File: config.mk
export PLATFORM = sky130hd
export DESIGN_NAME = regex_pc_scheduler
export DESIGN_NICKNAME = d
export VERILOG_FILES = /design/src/rtl/regex_pc_scheduler_pkg.sv /design/src/rtl/regex_pc_scheduler_fifo.sv /design/src/rtl/regex_pc_scheduler.sv
export SDC_FILE = /design/constraint.sdc
export NUM_CORES = 1
export LEC_CHECK = 0
export BUFFER_PORTS_ARGS = -buffer_cell sky130_fd_sc_hd__buf_2
export CORE_MARGIN = 2
export CORE_UTILIZATION = 40
export DETAILED_ROUTE_END_ITERATION = 10
export PLACE_DENSITY = 0.6
export SLEW_MARGIN = 10
export SYNTH_ARGS = -nofsm -noshare
export SYNTH_HDL_FRONTEND = slang
export SYNTH_SLANG_ARGS = --single-unit
File: constraint.sdc
create_clock -name clk -period 4.6 [get_ports clk]
set_clock_uncertainty 0.2 [all_clocks]
set_input_delay 0.92 -clock clk [delete_from_list [all_inputs] [get_ports clk]]
set_output_delay 0.92 -clock clk [all_outputs]
set_load 0.01 [all_outputs]
File: src/rtl/regex_pc_scheduler_pkg.sv
// Shared types for the regex PC scheduler.
// FSM encoding and the CPU drain guard length.
package scheduler_pkg;

  typedef enum logic [2:0] {
    IDLE,
    LOAD_CHAR,
    RUN,
    ADVANCE,
    DONE
  } state_e;

  localparam int unsigned GUARD_CYCLES = 2;

endpackage

File: src/rtl/regex_pc_scheduler_fifo.sv
// Circular PC queue with clear-and-push support.
// A clear with push leaves exactly the pushed entry.
module regex_pc_fifo #(
  parameter int WIDTH = 8,
  parameter int DEPTH = 16
) (
  input  logic             clk,
  input  logic             rst,
  input  logic             clear,
  input  logic             push,
  input  logic [WIDTH-1:0] push_data,
  input  logic             pop,
  output logic [WIDTH-1:0] head,
  output logic             empty,
  output logic             full
);

  localparam int AW = $clog2(DEPTH);
  localparam int CW = AW + 1;

  logic [WIDTH-1:0] r_mem [DEPTH];
  logic [AW-1:0]    r_wp;
  logic [AW-1:0]    r_rp;
  logic [CW-1:0]    r_cnt;

  logic          w_push;
  logic          w_pop;
  logic          w_we;
  logic [AW-1:0] w_waddr;

  assign empty   = (r_cnt == '0);
  assign full    = (r_cnt == CW'(DEPTH));
  assign w_push  = push && !full;
  assign w_pop   = pop && !empty;
  assign w_we    = clear ? push : w_push;
  assign w_waddr = clear ? '0 : r_wp;
  assign head    = r_mem[r_rp];

  always_ff @(posedge clk) begin
    if (rst) begin
      r_wp  <= '0;
      r_rp  <= '0;
      r_cnt <= '0;
    end else if (clear) begin
      r_rp  <= '0;
      r_wp  <= push ? AW'(1) : '0;
      r_cnt <= push ? CW'(1) : '0;
    end else begin
      if (w_push) r_wp <= r_wp + AW'(1);
      if (w_pop)  r_rp <= r_rp + AW'(1);
      r_cnt <= r_cnt + CW'(w_push) - CW'(w_pop);
    end
  end

  always_ff @(posedge clk) begin
    if (w_we) r_mem[w_waddr] <= push_data;
  end

endmodule

File: src/rtl/regex_pc_scheduler.sv
// Thread scheduler around one regex_cpu: CUR/NXT PC queues,
// one character per step, accept/reject for the whole string.
module regex_pc_scheduler
  import scheduler_pkg::*;
#(
  parameter int PC_WIDTH        = 8,
  parameter int CHARACTER_WIDTH = 8,
  parameter int FIFO_DEPTH      = 16
) (
  input  logic                       clk,
  input  logic                       rst,
  input  logic                       start_valid,
  output logic                       start_ready,
  input  logic [CHARACTER_WIDTH-1:0] char_in,
  input  logic                       char_in_last,
  input  logic                       char_in_valid,
  output logic                       char_in_ready,
  output logic [CHARACTER_WIDTH-1:0] current_character,
  output logic                       cpu_input_pc_valid,
  output logic [PC_WIDTH-1:0]        cpu_input_pc,
  input  logic                       cpu_input_pc_ready,
  input  logic                       cpu_output_pc_valid,
  input  logic [PC_WIDTH-1:0]        cpu_output_pc,
  input  logic                       cpu_output_pc_is_directed_to_current,
  output logic                       cpu_output_pc_ready,
  input  logic                       cpu_accepts,
  output logic                       done_valid,
  output logic                       done_accepted,
  input  logic                       done_ready,
  output logic                       overflow
);

  state_e r_state;
  state_e w_next;

  logic                       r_sel;
  logic                       r_last;
  logic                       r_acc;
  logic                       r_ovf;
  logic [1:0]                 r_guard;
  logic [CHARACTER_WIDTH-1:0] r_char;

  logic [1:0]          w_push;
  logic [1:0]          w_pop;
  logic [1:0]          w_empty;
  logic [1:0]          w_full;
  logic [PC_WIDTH-1:0] w_head [2];
  logic [PC_WIDTH-1:0] w_push_data;

  logic w_nsel;
  logic w_start;
  logic w_load;
  logic w_run;
  logic w_cur_empty;
  logic w_nxt_empty;
  logic w_disp;
  logic w_ret_cur;
  logic w_ret_nxt;
  logic w_drop;
  logic w_cpu_idle;

  assign w_nsel      = ~r_sel;
  assign w_run       = (r_state == RUN);
  assign w_start     = (r_state == IDLE) && start_valid;
  assign w_load      = (r_state == LOAD_CHAR) && char_in_valid;
  assign w_cur_empty = w_empty[r_sel];
  assign w_nxt_empty = w_empty[w_nsel];
  assign w_disp      = w_run && !w_cur_empty && cpu_input_pc_ready;

  assign w_ret_cur = w_run && cpu_output_pc_valid &&
                     cpu_output_pc_is_directed_to_current;
  assign w_ret_nxt = w_run && cpu_output_pc_valid &&
                     !cpu_output_pc_is_directed_to_current;

  assign w_drop = (w_ret_cur && w_full[r_sel]) ||
                  (w_ret_nxt && w_full[w_nsel]);

  // Guard covers PCs still inside the CPU pipeline after a dispatch.
  assign w_cpu_idle = cpu_input_pc_ready && !cpu_output_pc_valid &&
                      (r_guard == 2'd0);

  assign w_push_data = w_start ? '0 : cpu_output_pc;

  always_comb begin
    w_push = '0;
    w_pop  = '0;
    if (w_start)   w_push[r_sel]  = 1'b1;
    if (w_ret_cur) w_push[r_sel]  = 1'b1;
    if (w_ret_nxt) w_push[w_nsel] = 1'b1;
    if (w_disp)    w_pop[r_sel]   = 1'b1;
  end

  regex_pc_fifo #(
    .WIDTH (PC_WIDTH),
    .DEPTH (FIFO_DEPTH)
  ) u_q0 (
    .clk       (clk),
    .rst       (rst),
    .clear     (w_start),
    .push      (w_push[0]),
    .push_data (w_push_data),
    .pop       (w_pop[0]),
    .head      (w_head[0]),
    .empty     (w_empty[0]),
    .full      (w_full[0])
  );

  regex_pc_fifo #(
    .WIDTH (PC_WIDTH),
    .DEPTH (FIFO_DEPTH)
  ) u_q1 (
    .clk       (clk),
    .rst       (rst),
    .clear     (w_start),
    .push      (w_push[1]),
    .push_data (w_push_data),
    .pop       (w_pop[1]),
    .head      (w_head[1]),
    .empty     (w_empty[1]),
    .full      (w_full[1])
  );

  always_ff @(posedge clk) begin
    if (rst) r_state <= IDLE;
    else     r_state <= w_next;
  end

  always_comb begin
    w_next = r_state;
    unique case (r_state)
      IDLE:      if (start_valid)   w_next = LOAD_CHAR;
      LOAD_CHAR: if (char_in_valid) w_next = RUN;
      RUN: begin
        if (cpu_accepts) begin
          w_next = DONE;
        end else if (w_cur_empty && w_cpu_idle) begin
          if (r_last || w_nxt_empty) w_next = DONE;
          else                       w_next = ADVANCE;
        end
      end
      ADVANCE:   w_next = LOAD_CHAR;
      DONE:      if (done_ready)    w_next = IDLE;
      default:   w_next = IDLE;
    endcase
  end

  always_comb begin
    start_ready         = (r_state == IDLE);
    char_in_ready       = (r_state == LOAD_CHAR);
    cpu_input_pc_valid  = w_run && !w_cur_empty;
    cpu_input_pc        = cpu_input_pc_valid ? w_head[r_sel] : '0;
    cpu_output_pc_ready = w_run;
    done_valid          = (r_state == DONE);
    done_accepted       = (r_state == DONE) && r_acc;
    overflow            = r_ovf;
    current_character   = r_char;
  end

  always_ff @(posedge clk) begin
    if (rst) begin
      r_sel   <= 1'b0;
      r_last  <= 1'b0;
      r_acc   <= 1'b0;
      r_ovf   <= 1'b0;
      r_guard <= 2'd0;
      r_char  <= '0;
    end else begin
      if (w_start)     r_ovf <= 1'b0;
      else if (w_drop) r_ovf <= 1'b1;
      if (w_load) begin
        r_char <= char_in;
        r_last <= char_in_last;
      end
      if (w_disp)               r_guard <= 2'(GUARD_CYCLES);
      else if (r_guard != 2'd0) r_guard <= r_guard - 2'd1;
      if (r_state == ADVANCE)   r_sel <= ~r_sel;
      if (w_run && (w_next == DONE)) r_acc <= cpu_accepts;
    end
  end

endmodule

* Word level (Yosys, flattened, before mapping)
Memories as Yosys holds them, arrays and structs flattened. A register that Yosys moved wholly into a read port is not among the register bits.
Index checks and enable logic that the tools add are counted.
** Word-level totals
- Register bits :: 43
- RAM bits :: 256
- Output and inout bits :: 23
- Memories :: 2
** Memories
- u_q0.r_mem :: words 16, bits a word 8, read ports 1, clocked after memory_dff 1, write ports 1, line regex_pc_scheduler_fifo.sv:21 : logic [WIDTH-1:0] r_mem [DEPTH];
- u_q1.r_mem :: words 16, bits a word 8, read ports 1, clocked after memory_dff 1, write ports 1, line regex_pc_scheduler_fifo.sv:21
** Operators by class
- Add/subtract/negate cells :: 9
- $lt $le $gt $ge :: 5
- Equal/unequal tests :: 7
- Mux-type cells :: 52
- Bitwise gates (word level) :: 4
- Reductions and logical operators :: 39
** Operators with widths (number)
- 2-to-1 mux 4 bit :: 10
- 2-to-1 mux 8 bit :: 5
- logical AND 1 bit :: 20
- 2-to-1 mux 1 bit :: 20
- 2-to-1 mux 3 bit :: 6
- adder 4 x 1 -> 4 bit, second input constant :: 4
- case mux 3 bit (5 select lines) :: 1
- 2-to-1 mux 2 bit :: 6
- adder 5 x 1 -> 5 bit :: 2
- equality test 5 bit, second input constant :: 2
- logical NOT 5 bit :: 2
- 2-to-1 mux 5 bit :: 2
- subtractor 5 x 1 -> 5 bit :: 2
- nonzero test 2 bit :: 4
- logical NOT 1 bit :: 7
- equality test 3 x 2 -> 1 bit, second input constant :: 2
- equality test 3 bit, second input constant :: 2
- < comparator 1 x 2 -> 1 bit, second input constant :: 2
- bitwise OR 2 bit :: 2
- OR reduction 2 bit :: 2
- equality test 3 x 1 -> 1 bit, second input constant :: 1
- logical NOT 3 bit :: 1
- demux 1 bit (select 1 bit) :: 2
- greater-or-equal comparator 1 bit, second input constant :: 2
- 6 further kinds :: 7

* Depth between registers and ports, before layout
- Depth in word-level cells :: 13
- Mapped depth :: 15

* Hierarchy
Synthesis repeated with hierarchy kept, for this count alone.
** Second synthesis, totals
- Cells, all modules :: 757
- Area, all modules :: 12628.4 um^2
** By module, submodules not included
- regex_pc_fifo at u_q0 :: instances 1, cells an instance 312, area an instance 5823.1 um^2, seq. area each 4184.0 um^2
- regex_pc_fifo at u_q1 :: instances 1, cells an instance 312, area an instance 5790.6 um^2, seq. area each 4184.0 um^2
- regex_pc_scheduler :: instances 1, cells an instance 133, area an instance 1014.7 um^2, seq. area each 340.3 um^2

* Worst setup path after synthesis
Ideal clock, no wire load.
- Path kind :: input to register
- Start point :: input cpu_output_pc_valid
- End point :: register u_q0.r_cnt[4]
- Library setup time :: 70 ps
- Arrival :: 2926 ps
- Setup slack :: 1404 ps
- Stages on the path :: 10
- Path buffers :: 1
- Cell sequence :: and4bb_2 -> buf_2 -> a22oi_2 -> nor2_1 -> ha_1 -> fa_1 -> a21oi_1 -> nor2_1 -> or3_1 -> a21oi_1
** Between the ends
- Longest elaborated chain between the ends :: 9
- Elaborated cells on any way between the ends :: 10
- Classes of those cells :: 2 x add/sub; 3 x mux; 1 x bitwise; 4 x reduce/logical
** RTL lines
- start, declared :: line regex_pc_scheduler.sv:22 : input logic cpu_output_pc_valid,
- logical AND 1 bit * :: line regex_pc_scheduler.sv:70, regex_pc_scheduler.sv:72
- logical AND 1 bit :: line regex_pc_scheduler.sv:70 : assign w_ret_cur = w_run && cpu_output_pc_valid &&
- 2-to-1 mux 2 bit :: line regex_pc_scheduler.sv:88 : if (w_ret_cur) w_push[r_sel] = 1'b1;
- bitwise OR 2 bit (no source line)
- 2-to-1 mux 2 bit * :: line regex_pc_scheduler.sv:89 : if (w_ret_nxt) w_push[w_nsel] = 1'b1;
- logical AND 1 bit * :: line regex_pc_scheduler_fifo.sv:33 : assign w_push = push && !full;
- adder 5 x 1 -> 5 bit * :: line regex_pc_scheduler_fifo.sv:51 : r_cnt <= r_cnt + CW'(w_push) - CW'(w_pop);
- subtractor 5 x 1 -> 5 bit * :: line regex_pc_scheduler_fifo.sv:51
- 2-to-1 mux 5 bit * :: line regex_pc_scheduler_fifo.sv:44 : end else if (clear) begin
- end signal, assigned :: line regex_pc_scheduler_fifo.sv:47 : r_cnt <= push ? CW'(1) : '0;
- end signal, assigned :: line regex_pc_scheduler_fifo.sv:51
- end, declared :: line regex_pc_scheduler_fifo.sv:24 : logic [CW-1:0] r_cnt;
Every way passes the cells marked *; elsewhere a longest branch is shown, timed or not.
A chain may end at the register's enable or synchronous reset.

* Final worst setup path
- Start point :: register r_state[1]
- End point :: output cpu_input_pc[6]
** Between the ends
- Longest elaborated chain between the ends :: 3
** RTL lines
- start, declared :: line regex_pc_scheduler.sv:33 : state_e r_state;
- start signal, assigned :: line regex_pc_scheduler.sv:125 : else r_state <= w_next;
- equality test 3 x 2 -> 1 bit :: line regex_pc_scheduler.sv:63 : assign w_run = (r_state == RUN);
- logical AND 1 bit :: line regex_pc_scheduler.sv:150 : cpu_input_pc_valid = w_run && !w_cur_empty;
- 2-to-1 mux 8 bit :: line regex_pc_scheduler.sv:151 : cpu_input_pc = cpu_input_pc_valid ? w_head[r_sel] : '0;
- end, declared :: line regex_pc_scheduler.sv:20 : output logic [PC_WIDTH-1:0] cpu_input_pc,
Every way passes these cells.

==> impl_metrics.json <==
{
  "outcome": "completed",
  "stdcell_area_um2": 14500,
  "p_sw_w": 0.00124,
  "finalHoldViolCount": 0,
  "rsz0062_at_grt": "false",
  "htreeDepth": 2,
  "start_kind": "flop",
  "die_w_um": 183,
  "ant_nets": 0,
  "place_area_um2": 13400,
  "synth_area_um2": 12700,
  "post-place-cells": 1181,
  "die_h_um": 183,
  "period_minus_slack_ns": 4.04,
  "cts_resized": 0,
  "maxCapViolCount": 0,
  "async_flop_share_pct": 0,
  "synth_cell_types": 59,
  "first_pass_iters": 5,
  "routed_via_density": 5.34,
  "syn_inst": 754,
  "ys.flop_type": "edfxtp_1",
  "track_usage_pct": 16.4,
  "ios": 49,
  "path_class": "reg -> out",
  "tightest_slew_ns": 1.24,
  "path_max_fanout": 13,
  "hp-class": "reg -> reg",
  "final_nets": 859,
  "worstSkewPairLatency_ns": 0.51,
  "seqPwrFrac_pct": 51.8,
  "maxUsedRoutingLayer": "met4",
  "max_freq_mhz": 247,
  "power_frac_clock_pct": 43.6,
  "start_util_pct": 40.5,
  "drt-total-wl_mm": 26.7,
  "dr_wl_met2_mm": 12.2,
  "finalNonFillerCells": 1241,
  "peakVddDrop_mv": 0.222,
  "tritoncts": "built",
  "dieArea_um2": 33300,
  "p_total_w": 0.00596,
  "syn_avg_cell_area_um2": 16.9,
  "hold_buffers": 0,
  "wl_met1_mm": 12.4,
  "numPortBuffers": 48,
  "finalSetupTns_ns": 0,
  "place_congestion": 0.831,
  "p_leak_nw": 4.70,
  "synth_enable_flop_cells": 256,
  "grt_pass1_vias": 6770,
  "via_count": 6628,
  "antenna_found_initial": 0,
  "num_rows": 65,
  "seq_area_frac_synth_pct": 68.3,
  "finalSetupViolCount": 0,
  "required_ns": 3.48,
  "clk_pin_slew_worst_paths_ns": 0.06,
  "maxSlewViolCount": 0,
  "critPathCaptureType": "output pin",
  "cts_sinks": 307,
  "place_hpwl_mm": 17.2,
  "ys_ff_latch": 307,
  "p_int_w": 0.00472,
  "cts_buffers": 34,
  "yosysWarnings": 0,
  "p_comb_share_pct": 4.7,
  "critPathArrivalTime_ns": 2.92,
  "grt_max_degree": 33,
  "num-fill-cells": 2683,
  "min_period_over_period_pct": 87.8,
  "drt_iter0_markers": 502,
  "cts_root_buf": "clkbuf_16",
  "switching_share_pct": 20.8,
  "cellPowerDensity_nw_per_um2": 412,
  "grt_pass1_wl_mm": 41.2,
  "n_antenna_cell": 0,
  "drive_gt1_share_pct": 22.1,
  "core_um2": 31500,
  "drc": 0,
  "wire_per_inst_um": 21.5,
  "met3_length_mm": 1.56,
  "clock_path_buffers": 3,
  "grt.overflow.total": 0,
  "synth_fp_nets": 798,
  "final_core_util_pct": 46.0,
  "cts_setup_buffers": 0,
  "relSlewSlack_pct": 17.3,
  "area_growth_pct": 13.5
}
==> sequential cells by signal, indices dropped and copies added (netlist names), named ones only <==
| register | count |
|---|---|
| r_guard | 2 |
| u_q1.r_cnt | 5 |
| u_q1.r_mem | 128 |
| r_last | 1 |
| u_q0.r_cnt | 5 |
| u_q1.r_rp | 4 |
| u_q0.r_mem | 128 |
| r_sel | 1 |
| u_q0.r_rp | 4 |
| u_q0.r_wp | 4 |
| r_acc | 1 |
| current_character | 8 |
| overflow | 1 |
| r_state | 3 |
| u_q1.r_wp | 4 |
==> per-layer routing <==
metal  GRT usage (%)  vias to the layer above
met4            4.26                        0
met5               0                        -
met3            3.63                       43
met2            25.0                      166
met1            24.1                     3328
li1                -                     3091
==> critical path: stages, from the launching register on <==
cell,delay (ns)
dfxtp_1,0.64
or3b_1,0.50
clkinv_2,0.14
nand2_1,0.07
nor2_1,0.60
a221o_1,0.32
buf_2,0.14
==> placed cells by master, fill, tap and decap left out, types with 8 or more instances in the layout <==
cell type	Yosys	routed
mux2_2	16	16
a21oi_1	27	27
nand3_1	11	11
nand2_1	35	35
edfxtp_1	256	256
buf_2	13	48
a221o_1	8	8
buf_4	4	14
mux4_2	46	46
or3_1	9	9
mux4_1	18	18
mux2i_1	23	23
inv_1	17	17
xnor2_1	8	8
clkbuf_1	13	12
clkbuf_16	0	36
nor2_1	64	64
and2_1	12	10
o22ai_1	8	8
dfxtp_1	51	50
ha_1	16	16
o21ai_0	13	13
==> power groups by stage <==
stage	combinational [W]	sequential (W)	clock, W
finish	0.000278	0.00309	0.00260
global route	0.000310	0.00309	0.00276
CTS	0.000280	0.00309	0.00266
detailed placement	0.000279	0.00315	0
global placement	0.000278	0.00314	0
floorplan	0.000201	0.00313	0
==> worst paths after layout <==
| path | start | endpoint | slack [ns] | cells past startpoint |
|---|---|---|---|---|
| hold reg to reg | current_character[4]$_SDFFE_PP0P_ | current_character[4]$_SDFFE_PP0P_ | 0.25 | 2 |
| setup reg to reg | u_q1.r_cnt[3]$_SDFF_PP0_ | u_q1.r_cnt[4]$_SDFF_PP0_ | 1.18 | 14 |
| setup / recovery | r_state[1]$_SDFF_PP0_ | cpu_input_pc[6] | 0.56 | 6 |
| hold / removal | current_character[4]$_SDFFE_PP0P_ | current_character[4]$_SDFFE_PP0P_ | 0.25 | 2 |
==> synth_stat cells (8+ instances only) <==
cell / instances / area share [%]
edfxtp_1: 256 / 60
nor2_1: 64 / 1.9
dfxtp_1: 51 / 8.0
mux4_2: 46 / 8.1
nand2_1: 35 / 1.0
a21oi_1: 27 / 1.1
mux2i_1: 23 / 1.8
mux4_1: 18 / 3.7
inv_1: 17 / 0.50
ha_1: 16 / 1.6
mux2_2: 16 / 1.4
buf_2: 13 / 0.51
clkbuf_1: 13 / 0.38
o21ai_0: 13 / 0.51
and2_1: 12 / 0.59
nand3_1: 11 / 0.43
or3_1: 9 / 0.44
a221o_1: 8 / 0.63
o22ai_1: 8 / 0.39
xnor2_1: 8 / 0.55
==> layout make-up <==
type | count | area (µm²) | area share, %
Clock buffer | 49 | 960 | 6.63
Clock inverter | 11 | 108 | 0.744
Inverter | 18 | 68.8 | 0.476
Multi-Input combinational cell | 391 | 3750 | 26.0
Sequential cell | 307 | 8710 | 60.2
Tap cell | 402 | 503 | 3.48
Timing Repair Buffer | 63 | 365 | 2.53
==> stage by stage <==
stage	setup slack [ns]	hold WS, ns
finish	0.559	0.251
global route	0.347	0.268
CTS	0.560	0.253
detailed placement	0.941	0.245
global placement	1.02	0.239
floorplan	1.40	0.245
==> logic make-up after synthesis <==
family,Yosys count,synth area share [%]
AOI/OAI and AO/OA,72,3.64
xor gates and xnor gates,13,0.893
adders and majority gates,18,1.88
buffers and inverters,56,2.32
DFF,307,68.3
muxes,103,15.1
and+or+nand+nor,185,7.91
Note: power is estimated with default switching activity, not from simulation.
